**config.mk**
```make
export PLATFORM = sky130hd
export DESIGN_NAME = bcd_down_timer
export DESIGN_NICKNAME = d
export VERILOG_FILES = /design/src/rtl/bcd_pkg.sv /design/src/rtl/bcd_down_digit.sv /design/src/rtl/bcd_down_timer.sv
export SDC_FILE = /design/constraint.sdc
export NUM_CORES = 1
export LEC_CHECK = 0
export BUFFER_PORTS_ARGS = -buffer_cell sky130_fd_sc_hd__buf_2
export CORE_MARGIN = 2
export CORE_UTILIZATION = 40
export DETAILED_ROUTE_END_ITERATION = 10
export HOLD_SLACK_MARGIN = 0.06
export PLACE_DENSITY_LB_ADDON = 0.08
export SLEW_MARGIN = 20
export SYNTH_ARGS = -nofsm -noshare
export SYNTH_HDL_FRONTEND = slang
export SYNTH_SLANG_ARGS = --single-unit
export TNS_END_PERCENT = 20
```
**constraint.sdc**
```tcl
create_clock -name clk -period 1.9 [get_ports clk]
set_input_delay 0.19 -clock clk [delete_from_list [all_inputs] [get_ports clk]]
set_output_delay 0.19 -clock clk [all_outputs]
set_load 0.1 [all_outputs]
```
**src/rtl/bcd_pkg.sv**
```systemverilog
// Shared types and helpers for the BCD countdown timer.
// No logic of its own; imported by the timer top and its digit cells.
package bcd_pkg;

  typedef enum logic [1:0] {
    IDLE  = 2'd0,
    RUN   = 2'd1,
    PAUSE = 2'd2
  } state_t;

  localparam logic [3:0] BCD_MAX = 4'd9;

  function automatic logic is_bcd(input logic [3:0] nibble);
    return nibble <= BCD_MAX;
  endfunction

endpackage

```
**src/rtl/bcd_down_digit.sv**
```systemverilog
// One BCD digit of the down-counter: loads, or decrements with 0 -> 9 wrap.
// Registered count, one-cycle update; borrow_out is combinational. No backpressure.
module bcd_down_digit
  import bcd_pkg::*;
(
  input  logic       clk,
  input  logic       reset_n,
  input  logic       ld,
  input  logic [3:0] d,
  input  logic       dec,
  output logic [3:0] q,
  output logic       borrow_out
);

  logic [3:0] q_q, q_d;

  always_comb begin
    q_d = q_q;
    if (ld) begin
      q_d = d;
    end else if (dec) begin
      q_d = (q_q == 4'd0) ? BCD_MAX : q_q - 4'd1;
    end
  end

  always_ff @(posedge clk or negedge reset_n) begin
    if (!reset_n) begin
      q_q <= 4'd0;
    end else begin
      q_q <= q_d;
    end
  end

  assign q          = q_q;
  assign borrow_out = dec && (q_q == 4'd0);

endmodule

```
**src/rtl/bcd_down_timer.sv**
```systemverilog
// Loadable multi-digit BCD countdown timer with IDLE/RUN/PAUSE control.
// Every output updates on the edge after the qualifying input; zero is combinational. No backpressure.
module bcd_down_timer
  import bcd_pkg::*;
#(
  parameter int DIGITS = 4
) (
  input  logic                  clk,
  input  logic                  reset_n,
  input  logic                  tick,
  input  logic                  load,
  input  logic [4*DIGITS-1:0]   preset,
  input  logic                  start,
  input  logic                  pause,
  output logic [4*DIGITS-1:0]   q,
  output logic                  busy,
  output logic                  zero,
  output logic                  expired,
  output logic                  preset_err
);

  localparam logic [4*DIGITS-1:0] Q_ONE = {{(4*DIGITS-1){1'b0}}, 1'b1};

  state_t              state_q, state_d;
  logic                expired_q, expired_d;
  logic                preset_err_q, preset_err_d;
  logic                preset_ok;
  logic                ld;
  logic                dec;
  logic [DIGITS:0]     dec_chain;
  logic [4*DIGITS-1:0] q_w;

  always_comb begin
    preset_ok = 1'b1;
    for (int i = 0; i < DIGITS; i++) begin
      if (!is_bcd(preset[4*i +: 4])) begin
        preset_ok = 1'b0;
      end
    end
  end

  // A load, valid or not, consumes the cycle: no other control or tick acts.
  always_comb begin
    state_d      = state_q;
    ld           = 1'b0;
    dec          = 1'b0;
    expired_d    = 1'b0;
    preset_err_d = 1'b0;
    if (load) begin
      if (preset_ok) begin
        ld      = 1'b1;
        state_d = IDLE;
      end else begin
        preset_err_d = 1'b1;
      end
    end else begin
      case (state_q)
        RUN: begin
          if (pause) begin
            state_d = PAUSE;
          end else if (tick && !zero) begin
            dec = 1'b1;
            // Count of one goes to zero on this edge; the top-digit borrow
            // term keeps an impossible underflow from reading as expiry.
            if (q_w == Q_ONE && !dec_chain[DIGITS]) begin
              state_d   = IDLE;
              expired_d = 1'b1;
            end
          end
        end
        PAUSE: begin
          if (start && !pause) begin
            state_d = RUN;
          end
        end
        default: begin
          if (start && !pause && !zero) begin
            state_d = RUN;
          end
        end
      endcase
    end
  end

  assign dec_chain[0] = dec;

  for (genvar i = 0; i < DIGITS; i++) begin : g_digit
    bcd_down_digit u_digit (
      .clk        (clk),
      .reset_n    (reset_n),
      .ld         (ld),
      .d          (preset[4*i +: 4]),
      .dec        (dec_chain[i]),
      .q          (q_w[4*i +: 4]),
      .borrow_out (dec_chain[i+1])
    );
  end

  always_ff @(posedge clk or negedge reset_n) begin
    if (!reset_n) begin
      state_q      <= IDLE;
      expired_q    <= 1'b0;
      preset_err_q <= 1'b0;
    end else begin
      state_q      <= state_d;
      expired_q    <= expired_d;
      preset_err_q <= preset_err_d;
    end
  end

  assign q          = q_w;
  assign zero       = (q_w == '0);
  assign busy       = (state_q == RUN) || (state_q == PAUSE);
  assign expired    = expired_q;
  assign preset_err = preset_err_q;

endmodule

```
==> results, run 1 <==
- The global-route total usage across every layer is 0.2147.
- The final reports fail on negative setup slack.
- The sequential cell fraction of total power is 0.256.
- The number of remaining DRC errors is 0.
- The signal on the critical path passes through nor4_4, buf_4, nand3_4, nor3_4, buf_12.
- Once layout is complete, the utilization of the core stands at 0.6298.
- The maximum buffer depth of the clock tree is 2.
- The average cell area after synthesis is between 8 and 9 um2.
- The top-level port count is 42.
- The worst min-delay path class is primary input to flip-flop.
- The sequential cells in the finished layout cover a total of approximately 540 um2.
- Timing would allow up to 498.7 MHz.
- The floorplan has 19 rows.
- The count of antenna diodes in the layout is 0.
- STA puts the critical path data arrival time at between 1.5 and 2 ns.
- The depth of the worst register-to-register path is 6.
- In this run, CTS created clock tree buffers numbering 3.
- The largest fanout on the critical path is 3.
- VDD sags by at most roughly 1.3 mV.
- Setup repair after global routing could not meet its margin everywhere.
- On the critical path, the stage with the largest delay is an instance of dfrtp_4.
- The wire length per cell is approximately 14 um.
- The library cells used most frequently in the layout, excluding fill and tap cells, are buf_2 (40), nor2_1 (21), buf_4 (18).
- The share of total power in the clock network is 0.091.
- Of the total power, the share spent switching nets is 0.5935.
- The routed metal-1 wire length is around 1600 um.
- The clock latency of the later-clocked register in the worst-skew pair is just over 0.3 ns.
- In the finished design, the share of the clock period the worst path needs comes to 1.055.
- The number of antenna violations at the first check in global routing is 0.
- The net switching component of the power is roughly 1.7 mW.
- The final non-filler cell area is around 1800 um2.
- The sum of net half-perimeters after detailed placement is between 2000 and 3000 um.
- The worst setup path is launched from a flip-flop.
- Entering global routing, the biggest net connects 21 pins.
- In this run the cell area measured after placement is between 1500 and 2000 um2.
- The filler cells instantiated in the layout total ~260.
- After the last flow step, the layout net total stands at about 230.
- Using the TritonRoute via totals, the vias-per-cell ratio works out to about 5.6.
- The via count is ~1300.
- In this run, synthesis produced a sequential element count of 20.
- The root buffer cell chosen for the clock tree is clkbuf_4.
- After the first detailed-routing iteration, the DRC count stood at 41.
- The startpoint identified for the worst register-to-register timing path is g_digit[0].u_digit.q[2].
- The routed design has 3330 um of wire.
- After global routing the overflow that remains totals 0.
- The floorplan die height is a little under 60 um.
- The total area inside the core boundary comes to 2781 um2.
- Routability-driven placement finished with a final weighted congestion of a little over 0.8.
- The number of distinct library cell variants in the gate-level netlist after synthesis is 35.
- The internal power component is between 1 and 1.5 mW.
- In this run the horizontal extent of the chip is 58.17 um.
- The number of nets in the synthesized netlist is approximately 160.
- Leaving out fill and tap cells, the most frequent cell in the layout is buf_2.
- For this run, the detailed router's first-pass iteration total came to 4.
- The delay of the slowest cell on the worst path is ~0.52 ns.
- The die covers 3383 um2.
- Across the run, the number of max-cap violations was 0.
- At the pin with the least slew margin, the transition time is slightly below 0.5 ns.
- The post-layout worst setup margin is -0.1051 ns.
- The share of the Yosys chip area taken by registers is 0.4264.
- The fraction of layout cells with a size suffix above 1 is 0.4850.
- The flop-to-flop setup slack is -0.05 ns.
- The run finished, with violations left.
- Data on the critical path is required at its endpoint by ~1.7 ns.
- The multi-input combinational cells in the finished layout cover a total of around 720 um2.
- Wire segments on met3 add up to between 150 and 200 um in the final route.
- In this run the tightest slew margin relative to its limit is 0.6779.
- The routed design could run at a clock period as short as ~2 ns.
- The worst setup path is of the flip-flop to primary output kind.
- Setup violations remaining at the end of the flow were counted as 6.
- The number of warnings printed during yosys synthesis is 0.
- The final-report max-slew violation count is 0.
- The post-synthesis cell area is roughly 1200 um2.
- The critical path starts at g_digit[0].u_digit.q[2].
- From synthesis to final layout, the design area changed by 49.25%.
- For this configuration, the core starts out at a cell density of 0.4220.
- The TritonCTS sink count is 20.
- The cell count after synthesis is between 100 and 150.
- The met2 wire length is 1566 um.
- Of the total power, combinational logic draws 0.653.
- The power density normalized to cell area is approximately 1700 nW/um2.
- The count of endpoints failing hold in the final timing report is 0.
- CTS built an H-tree with a depth of 1.
- The wire length of the first global-routing pass is about 5600 um.
- The leakage power total is between 0.7 and 0.8 nW.
- The uppermost signal routing layer after detailed routing is met4.
- The capturing instance or port of the critical path is zero.
- The endpoint of the worst-slack reg-to-reg timing path is state_q[0].
- The number of global-route vias before repair is roughly 1200.
- The worst setup path is captured at a primary output.
- Buffers placed on the I/O ports in this run total 41.
- Adding up every negative setup slack in the final design gives -0.2480 ns.
- The clock skew is 0.01063 ns.
- The count of antenna-violating nets left after detailed routing is 0.
- The CTS clock-pin slew for the worst setup and hold paths is around 0.13 ns.
- The TritonCTS clock tree is yes.
==> sequential cells by signal (all words and copies together), names as in the netlist <==
| register | count |
|---|---|
| state_q | 2 |
| g_digit.u_digit.q | 16 |
| expired | 1 |
| preset_err | 1 |
==> routing by layer <==
layer | up-vias | GRT usage
met2 | 42 | 0.3344
met1 | 618 | 0.3091
met4 | 0 | 0.06312
met5 | - | 0
met3 | 4 | 0.03125
li1 | 628 | -
==> through the flow <==
step	setup slack [ns]	total power, mW	hold slack, ns	instances
finish	-0.1051	2.893	0.07301	231
global route	-0.1771	3.040	0.08697	231
CTS	-0.09049	2.815	0.07532	229
detailed placement	-0.03100	2.538	0.1786	223
global placement	0.03602	2.513	0.1717	223
floorplan	-0.2445	2.127	-0.1056	137
==> final cells by class <==
class | instances | share of cell area
clock buffer | 4 | 0.02071
inverter | 6 | 0.01286
multi-input combinational | 108 | 0.4129
sequential | 20 | 0.3100
tap | 31 | 0.02214
timing repair buffer | 62 | 0.2214
==> worst min path at each step <==
stage,cells past startpoint,to,slack (ns),startpoint
floorplan,0,expired,-0.11,reset_n
global placement,1,g_digit[2].u_digit.q[1],0.17,reset_n
detailed placement,1,g_digit[2].u_digit.q[1],0.18,reset_n
CTS,3,g_digit[3].u_digit.q[3],0.08,preset[15]
global route,3,g_digit[3].u_digit.q[3],0.09,preset[15]
finish,3,g_digit[3].u_digit.q[3],0.07,preset[15]
==> critical path: cells and delay by family, from the launching register on <==
kind | cells | cell delay [ns]
buffers and inverters | 2 | 0.40
DFF | 1 | 0.52
and+or+nand+nor | 3 | 0.60
==> synthesized netlist by cell type (all sizes together) <==
master,n,share of area
ha,2,0.021
mux2i,2,0.017
o21ai,17,0.072
nor4,3,0.029
nor2,21,0.067
nand4,2,0.016
nor3b,1,0.0064
a211oi,2,0.013
o22ai,1,0.0053
dfrtp,20,0.43
a31oi,7,0.037
and4bb,1,0.011
a22oi,2,0.013
or4,2,0.019
nand3,3,0.013
or3,5,0.027
xor2,1,0.0075
or2,2,0.011
nor3,4,0.017
o21bai,1,0.0064
o211ai,1,0.0064
a21oi,8,0.034
clkbuf,3,0.0096
a311o,1,0.0085
nand2,10,0.032
o31ai,1,0.0064
and2,2,0.011
nand4b,2,0.015
nor2b,3,0.016
inv,6,0.019
and4,1,0.0075
==> power groups by stage <==
| stage | clock network [mW] | logic, mW | registers, mW |
|---|---|---|---|
| after CTS | 0.264 | 1.82 | 0.730 |
| after detailed placement | 0 | 1.80 | 0.739 |
| after global routing | 0.285 | 1.99 | 0.764 |
| after global placement | 0 | 1.78 | 0.733 |
| final | 0.263 | 1.89 | 0.742 |
| after floorplan | 0 | 0.500 | 1.63 |
==> kinds of logic (layout without fill, tap and decap cells) <==
group,Yosys count,after routing,share of synthesized area
AO/OA/AOI/OAI,41,41,0.2026
XOR/XNOR,1,1,0.007464
adder cells (fa/ha/maj),2,2,0.02132
buffers and inverters,9,72,0.02878
flip-flops,20,20,0.4264
multiplexers,2,2,0.01706
AND/OR/NAND/NOR,62,62,0.2964
==> timing repair <==
item,CTS,global route
endpoints found under the hold margin,20,0
buffers inserted,1,2
hold buffers,1,0
setup endpoints to repair,4,14
resized for setup,3,7
pin swaps,3,5
Note: power is estimated with default switching activity, not from simulation.
==> inputs of run 2 (changes only) <==
==> constraint.sdc (replaced) <==
create_clock -name clk -period 2.45 [get_ports clk]
set_input_delay 0.245 -clock clk [delete_from_list [all_inputs] [get_ports clk]]
set_output_delay 0.245 -clock clk [all_outputs]
set_load 0.1 [all_outputs]
==> run 2 against run 1 <==
The flow now finishes without violations. Combinational power is 35% lower. Power is 30% lower. Final cell count is 7.4% lower. Setup slack better by 0.24 ns. Largest power group unchanged. Routed wire length is 6.2% lower. Hold slack better by 0.063 ns. Critical path depth stayed put. Sequential power is 19% lower. Non-clock buffer count is 17 lower. Register-to-register slack better by 0.49 ns. Global-route usage is 2.4 points lower.
==> results, run 2 (synthesis results as in run 1) <==
- The die extent in x is 58.17 um.
- The analysis attributes to cell leakage a power of just under 0.7 nW.
- The TritonCTS clock tree is yes.
- 42 I/O pins were placed.
- For the pin with the worst max-slew slack, the measured transition is a little under 0.5 ns.
- The top cell types in the final layout, fill and taps aside, are buf_2 (41), nor2_1 (21), o21ai_0 (16).
- The worst hold slack is 0.1364 ns.
- The power density normalized to cell area is 1343 nW/um2.
- The share of total power in the clock network is 0.098.
- The placeable core area is 2781 um2.
- The run finished with clean final reports.
- The area enclosed by the die boundary is 3383 um2.
- In this run the tightest slew margin relative to its limit is 0.6763.
- The post-CTS setup buffer count is 0.
- The clock skew is 0.003016 ns.
- The first global-routing pass estimated approximately 5000 um of wire.
- The via count is between 1000 and 1500.
- By startpoint and endpoint, the worst setup path is classified as flip-flop to primary output.
- After floorplanning, the core was divided into 19 placement rows.
- The number of nets in the layout is around 210.
- For the worst-skew pair, the clock arrives at the later sink with an insertion delay of approximately 0.30 ns.
- The most common library cell in the layout ignoring fill and taps is buf_2.
- The post-CTS resize count is 0.
- Of all nets on the critical path, the largest fanout is 5.
- For this design the total switching power over the nets is between 1 and 1.5 mW.
- The initial utilization of the core area, before any placement, comes to 0.4220.
- Setup repair after global routing left no endpoint under its margin.
- The data arrival time of the critical path is between 2 and 2.5 ns.
- The number of global-route vias before repair is 1152.
- The sum of net half-perimeters after detailed placement is 2389 um.
- Counting the fill cells in the layout gives 292.
- The wire length per cell is about 15 um.
- For the worst setup path, the data required time is 2.20 ns.
- The count of antenna-violating nets left after detailed routing is 0.
- From synthesis to final layout, the design area changed by 27.61%.
- In this run the deepest clock path goes through 2 buffers.
- The internal power component is 757.6 uW.
- In the final layout, flip-flops and latches occupy 511.7 um2.
- In this run the worst hold path is classified as primary input to flip-flop.
- The maximum number of pins on one net before global-route repair is 21.
- STA classifies the critical path startpoint as a flip-flop.
- The average via count per standard cell is about 5.6.
- The sum of overflow across all layers after global routing is 0.
- The kind of end point of the critical path is a primary output.
- In this run, the number of DRC markers left after iteration 0 of detailed routing was 28.
- The final layout contains routed wiring with a total length of between 3000 and 4000 um.
- Derived from the worst setup path, the maximum achievable clock frequency is 431.6 MHz.
- The number of I/O port buffers is 41.
- The global placer's final weighted congestion is 0.7561.
- The floorplan die height is between 50 and 60 um.
- The CTS clock-pin slew for the worst setup and hold paths is 0.12 ns.
- Of the total power, registers draw 0.297.
- The number of antenna violations at the first check in global routing is 0.
- The repair_antennas step left the layout with diodes totalling 0.
- Of the total power, the share spent switching nets is 0.6232.
- The H-tree level count is 1.
- The depth of the worst register-to-register path is 7.
- The worst IR drop on VDD is about 1.4 mV.
- The area used by multi-input combinational logic is 650.6 um2.
- The detailed-router iteration count before antenna repair is 4.
- Along the worst hold path, the cell count comes to 3.
- The tool flagged a number of max-cap violations equal to 0.
- The count of endpoints failing hold in the final timing report came to 0.
- Clock tree synthesis selected as its root buffer the cell clkbuf_4.
- The final-report max-slew violation count was 0.
- The fraction of layout cells with a size suffix above 1 is 0.3497.
- The final critical-path required period is 2.317 ns.
- The share of total power in combinational logic is 0.605.
- For this run, design rule violations remaining after detail routing come to 0.
- Counting the buffers created by CTS gives 3.
- The global-route total usage across every layer is 0.1910.
- Adding up every negative setup slack in the final design gives 0 ns.
- CTS saw 20 sinks.
- Of the available clock period, the critical path in the final layout requires 0.9457.
- Setup violations remaining at the end of the flow were counted as 0.
- The register with the most flip-flops in the layout has 16 of them.
[run 2: what timing repair did]
item,in CTS,in global routing
hold buffers,1,0
endpoints found under the setup margin,0,0
hold endpoints to repair,20,0
[run 2: layout make-up]
type | instances | area share
well taps | 31 | 0.02590
repair buffers | 45 | 0.1587
inverters | 6 | 0.01504
multi-input cells | 108 | 0.4344
flip-flops and latches | 20 | 0.3417
clock buffers | 4 | 0.02423
[run 2: path summary, 6_finish.rpt]
path                                         start                      end  slack, ns
setup / recovery           g_digit[3].u_digit.q[1]                     zero       0.13
hold / removal                           preset[8]  g_digit[2].u_digit.q[0]       0.14
setup reg to reg                        state_q[1]  g_digit[3].u_digit.q[2]       0.44
hold reg to reg            g_digit[0].u_digit.q[2]  g_digit[0].u_digit.q[2]       0.59
max in group asynchronous                  reset_n  g_digit[2].u_digit.q[2]       1.68
min in group asynchronous                  reset_n  g_digit[3].u_digit.q[3]       0.42
[run 2: through the flow]
step                total power, mW  area, um2  setup slack, ns    util  std cells
floorplan                     1.592       1196          0.01630       -        137
global placement              1.807       1451           0.5106  0.5218        209
detailed placement            1.819       1451           0.4604  0.5218        209
CTS                           2.017       1498           0.1285  0.5385        214
global route                  2.101       1498          0.02160  0.5385        214
finish                        2.011       1498           0.1331  0.5385        214
[run 2: worst max-delay path, stage by stage, from the launching register on]
cell and delay [ns]:
dfrtp_2 0.45, nor3_1 0.30, and2_1 0.24, nand3_1 0.14, nor3_4 0.19, buf_2 0.44
[run 2: power by group through the flow]
stage | clock (mW) | sequential (mW) | combinational, mW
2_1_floorplan | 0 | 1.21 | 0.382
3_3_place_gp | 0 | 0.594 | 1.21
3_5_place_dp | 0 | 0.604 | 1.22
4_1_cts | 0.200 | 0.596 | 1.22
5_1_grt | 0.212 | 0.617 | 1.27
6_report | 0.197 | 0.598 | 1.22
[run 2: layer usage]
metal / wire, um / vias up / track usage
li1: - / 593 / -
met4: 18 / 0 / 0.05980
met5: 0 / - / 0
met1: 1488 / 569 / 0.2496
met3: 129 / 2 / 0.02902
met2: 1486 / 37 / 0.3247
==> inputs of run 3 (changes only) <==
--- a/config.mk
+++ b/config.mk
@@ -6,8 +6,9 @@
 export NUM_CORES = 1
 export LEC_CHECK = 0
 export BUFFER_PORTS_ARGS = -buffer_cell sky130_fd_sc_hd__buf_2
-export CORE_MARGIN = 2
+export CORE_MARGIN = 4
 export CORE_UTILIZATION = 40
+export CTS_CLUSTER_SIZE = 20
 export DETAILED_ROUTE_END_ITERATION = 10
 export HOLD_SLACK_MARGIN = 0.06
 export PLACE_DENSITY_LB_ADDON = 0.08
==> run 3 against run 2 <==
Routed wire length decreased by 1.1%. Power is essentially flat. Non-clock buffer count is the same. Sequential share of layout area is 0.057 points lower. Register-to-register slack is essentially flat. Fmax increased by 4.2%. Utilization rose by 0.090 points. Sequential power about the same. Largest power group unchanged.
==> results, run 3 (synthesis results as in run 1) <==
- The clock period could shrink to between 2 and 2.5 ns.
- The setup TNS after final layout is 0 ns.
- The number of clock buffers inserted by TritonCTS is 3.
- The clock skew is about 0.009 ns.
- Along the worst path, the maximum fanout reaches 5.
- The wire length per cell is 14.44 um.
- The actual slew at the worst max-slew pin is 0.4715 ns.
- Measured on the finished design, the core utilization comes to 0.5394.
- The start point of the worst min-delay path is preset[8].
- The leakage power total is about 0.67 nW.
- The initial core utilization is 0.4220.
- The internal power component is roughly 760 uW.
- The count of antenna-violating nets left after detailed routing is 0.
- Compared with the post-synthesis result, the final layout area differs by 27.83%.
- The via count is about 1200.
- The count of endpoints failing hold in the final timing report is 0.
- TritonCTS built the clock tree.
- Of the total power, the clock network draws 0.098.
- Leaving out fill and tap cells, the most frequent cell in the layout is buf_2.
- The flip-flop count of the largest register after layout is 16.
- The pre-antenna-repair detailed-routing pass consisted of 4 iterations.
- The placeable core area is around 2800 um2.
- The sequential standard cell area is ~510 um2.
- The kind of launch point of the worst setup path is a flip-flop.
- The delay of the slowest cell on the worst path is between 0.4 and 0.5 ns.
- Max-cap violations in this run came to 0.
- The number of remaining DRC errors is 0.
- Of the available clock period, the critical path in the final layout requires 0.9074.
- In the layout the commonest cells are buf_2 (40), nor2_1 (21), o21ai_0 (16).
- The number of antenna violations at the first check in global routing is 0.
- After the first detailed-routing iteration, the DRC count stood at 53.
- Once the clock tree was built, the setup fixing pass inserted 0 buffers.
- The data arrival time of the critical path is 1.98 ns.
- The setup violation total in the final timing report is 0.
- After clock tree synthesis, the clock-pin slew on the worst setup and hold paths is approximately 0.12 ns.
- Counting tap cells, the placed design contains a total of between 200 and 250 instances.
- In the final layout, the share of cells above drive strength 1 is 0.3497.
- For the worst-skew pair, the clock arrives at the later sink with an insertion delay of about 0.31 ns.
- The area used by multi-input combinational logic is 650.6 um2.
- For the worst setup path, the data required time is 2.20 ns.
- Setup repair after global routing left no endpoint under its margin.
- The instance area after placement is roughly 1500 um2.
- The met2 wire length is 1447 um.
- The depth of the worst register-to-register path is 7.
- The wire length of the first global-routing pass is 5333 um.
- The critical path starts at g_digit[3].u_digit.q[1].
- The wire length after detailed routing is a little over 3000 um.
- The worst register-to-register path begins at state_q[1].
- In this run the number of H-tree levels came out at 1.
- The global placer's final weighted congestion is 0.8420.
- Timing would allow up to ~450 MHz.
- The worst min-delay path class is primary input to flip-flop.
- Of the total power, combinational logic draws 0.606.
- The die extent in x is between 60 and 70 um.
- Detailed routing placed a total of 180 um of wire on met3.
- The slowest cell on the critical path is dfrtp_2.
- Traced cell by cell, the critical path runs through nor3_1, and2_1, nand3_1, nor3_4, clkbuf_4.
- In this run the power density over the cells is ~1300 nW/um2.
- The area enclosed by the die boundary is around 3900 um2.
- The site row count is 19.
- The cell depth of the worst min-delay path is 3.
- The total power consumption of the routed design is between 2 and 2.5 mW.
- The worst setup path is captured at a primary output.
- At the end of the flow, the number of nets in the layout was between 200 and 250.
- Entering global routing, the biggest net connects 21 pins.
- The count of buffers added on input and output ports is 41.
- For this run, the total global-route usage over all layers was measured as 0.1667.
- Detailed placement ended at an HPWL of about 2400 um.
- The routed metal-1 wire length is around 1400 um.
- Headroom to the max-slew limit came out at 0.6828.
- CTS saw 20 sinks.
- After routing the design area is around 1500 um2.
- The worst setup path is of the flip-flop to primary output kind.
- Signal routing reaches up to met4.
- The count of antenna diodes in the layout is 0.
- The number of global-route vias before repair is roughly 1200.
- The sequential cell fraction of total power is 0.296.
- The net switching component of the power is between 1 and 1.5 mW.
- The run finished with clean final reports.
- The top-level port count is 42.
- The filler cells instantiated in the layout total roughly 270.
- The worst IR drop on VDD is roughly 1.4 mV.
- The sum of overflow across all layers after global routing is 0.
- Counting along the longest clock path gives a buffer depth of 2.
- Of the total power, the share spent switching nets is 0.6230.
- Once layout is complete, the cells apart from fillers number between 200 and 250.
- After detailed routing, the number of vias per cell comes to approximately 5.6.
- The final-report max-slew violation count is 0.
- CTS placed an instance of clkbuf_4 at the clock tree root.
- The floorplan die height is 62.17 um.
run 3: cell types whose count changed in the layout (fill, tap and decap cells not counted):
| cell | before | now |
|---|---|---|
| buf_2 | 41 | 40 |
| clkbuf_4 | 3 | 4 |
run 3: worst max-delay path, delay by kind of cell, from the launching register on:
kind	cells	cell delay, ns
flip-flops	1	0.45
buffers and inverters	1	0.34
AND/OR/NAND/NOR	4	0.87
run 3: metal layers:
metal  vias up  GRT usage
met4         0    0.05691
li1        595          -
met1       563     0.2296
met2        37     0.2604
met3         2    0.03063
met5         -          0
run 3: final cells by class:
cell class,count,area share
clock buffer,4,0.02419
tap,31,0.02585
multi-input combinational,108,0.4337
inverter,6,0.01501
sequential,20,0.3411
timing repair buffer,45,0.1601
run 3: what timing repair did:
| item | 4_1_cts | 5_1_grt |
|---|---|---|
| hold endpoints to repair | 20 | 0 |
| resized for setup | 0 | 1 |
| hold buffers | 1 | 0 |
| setup endpoints to repair | 0 | 1 |
run 3: metrics by stage:
step,hold WS (ns),worst slack (ns)
floorplan,-0.05059,0.01630
global placement,0.2277,0.5104
detailed placement,0.2274,0.4613
CTS,0.1361,0.1248
global route,0.1418,0.04668
finish,0.1340,0.2268
run 3: path summary, 6_finish.rpt:
kind / to / slack, ns
setup reg to reg: g_digit[3].u_digit.q[2] / 0.43
hold / removal: g_digit[2].u_digit.q[0] / 0.13
min in group asynchronous: g_digit[3].u_digit.q[0] / 0.40
hold reg to reg: g_digit[0].u_digit.q[2] / 0.58
setup / recovery: zero / 0.23
max in group asynchronous: g_digit[0].u_digit.q[2] / 1.70
run 3: power by group through the flow:
stage | clock network [mW] | registers, mW | logic [mW]
after floorplan | 0 | 1.21 | 0.382
after global placement | 0 | 0.594 | 1.22
after detailed placement | 0 | 0.603 | 1.22
after CTS | 0.203 | 0.596 | 1.22
after global routing | 0.226 | 0.623 | 1.28
final | 0.196 | 0.595 | 1.22
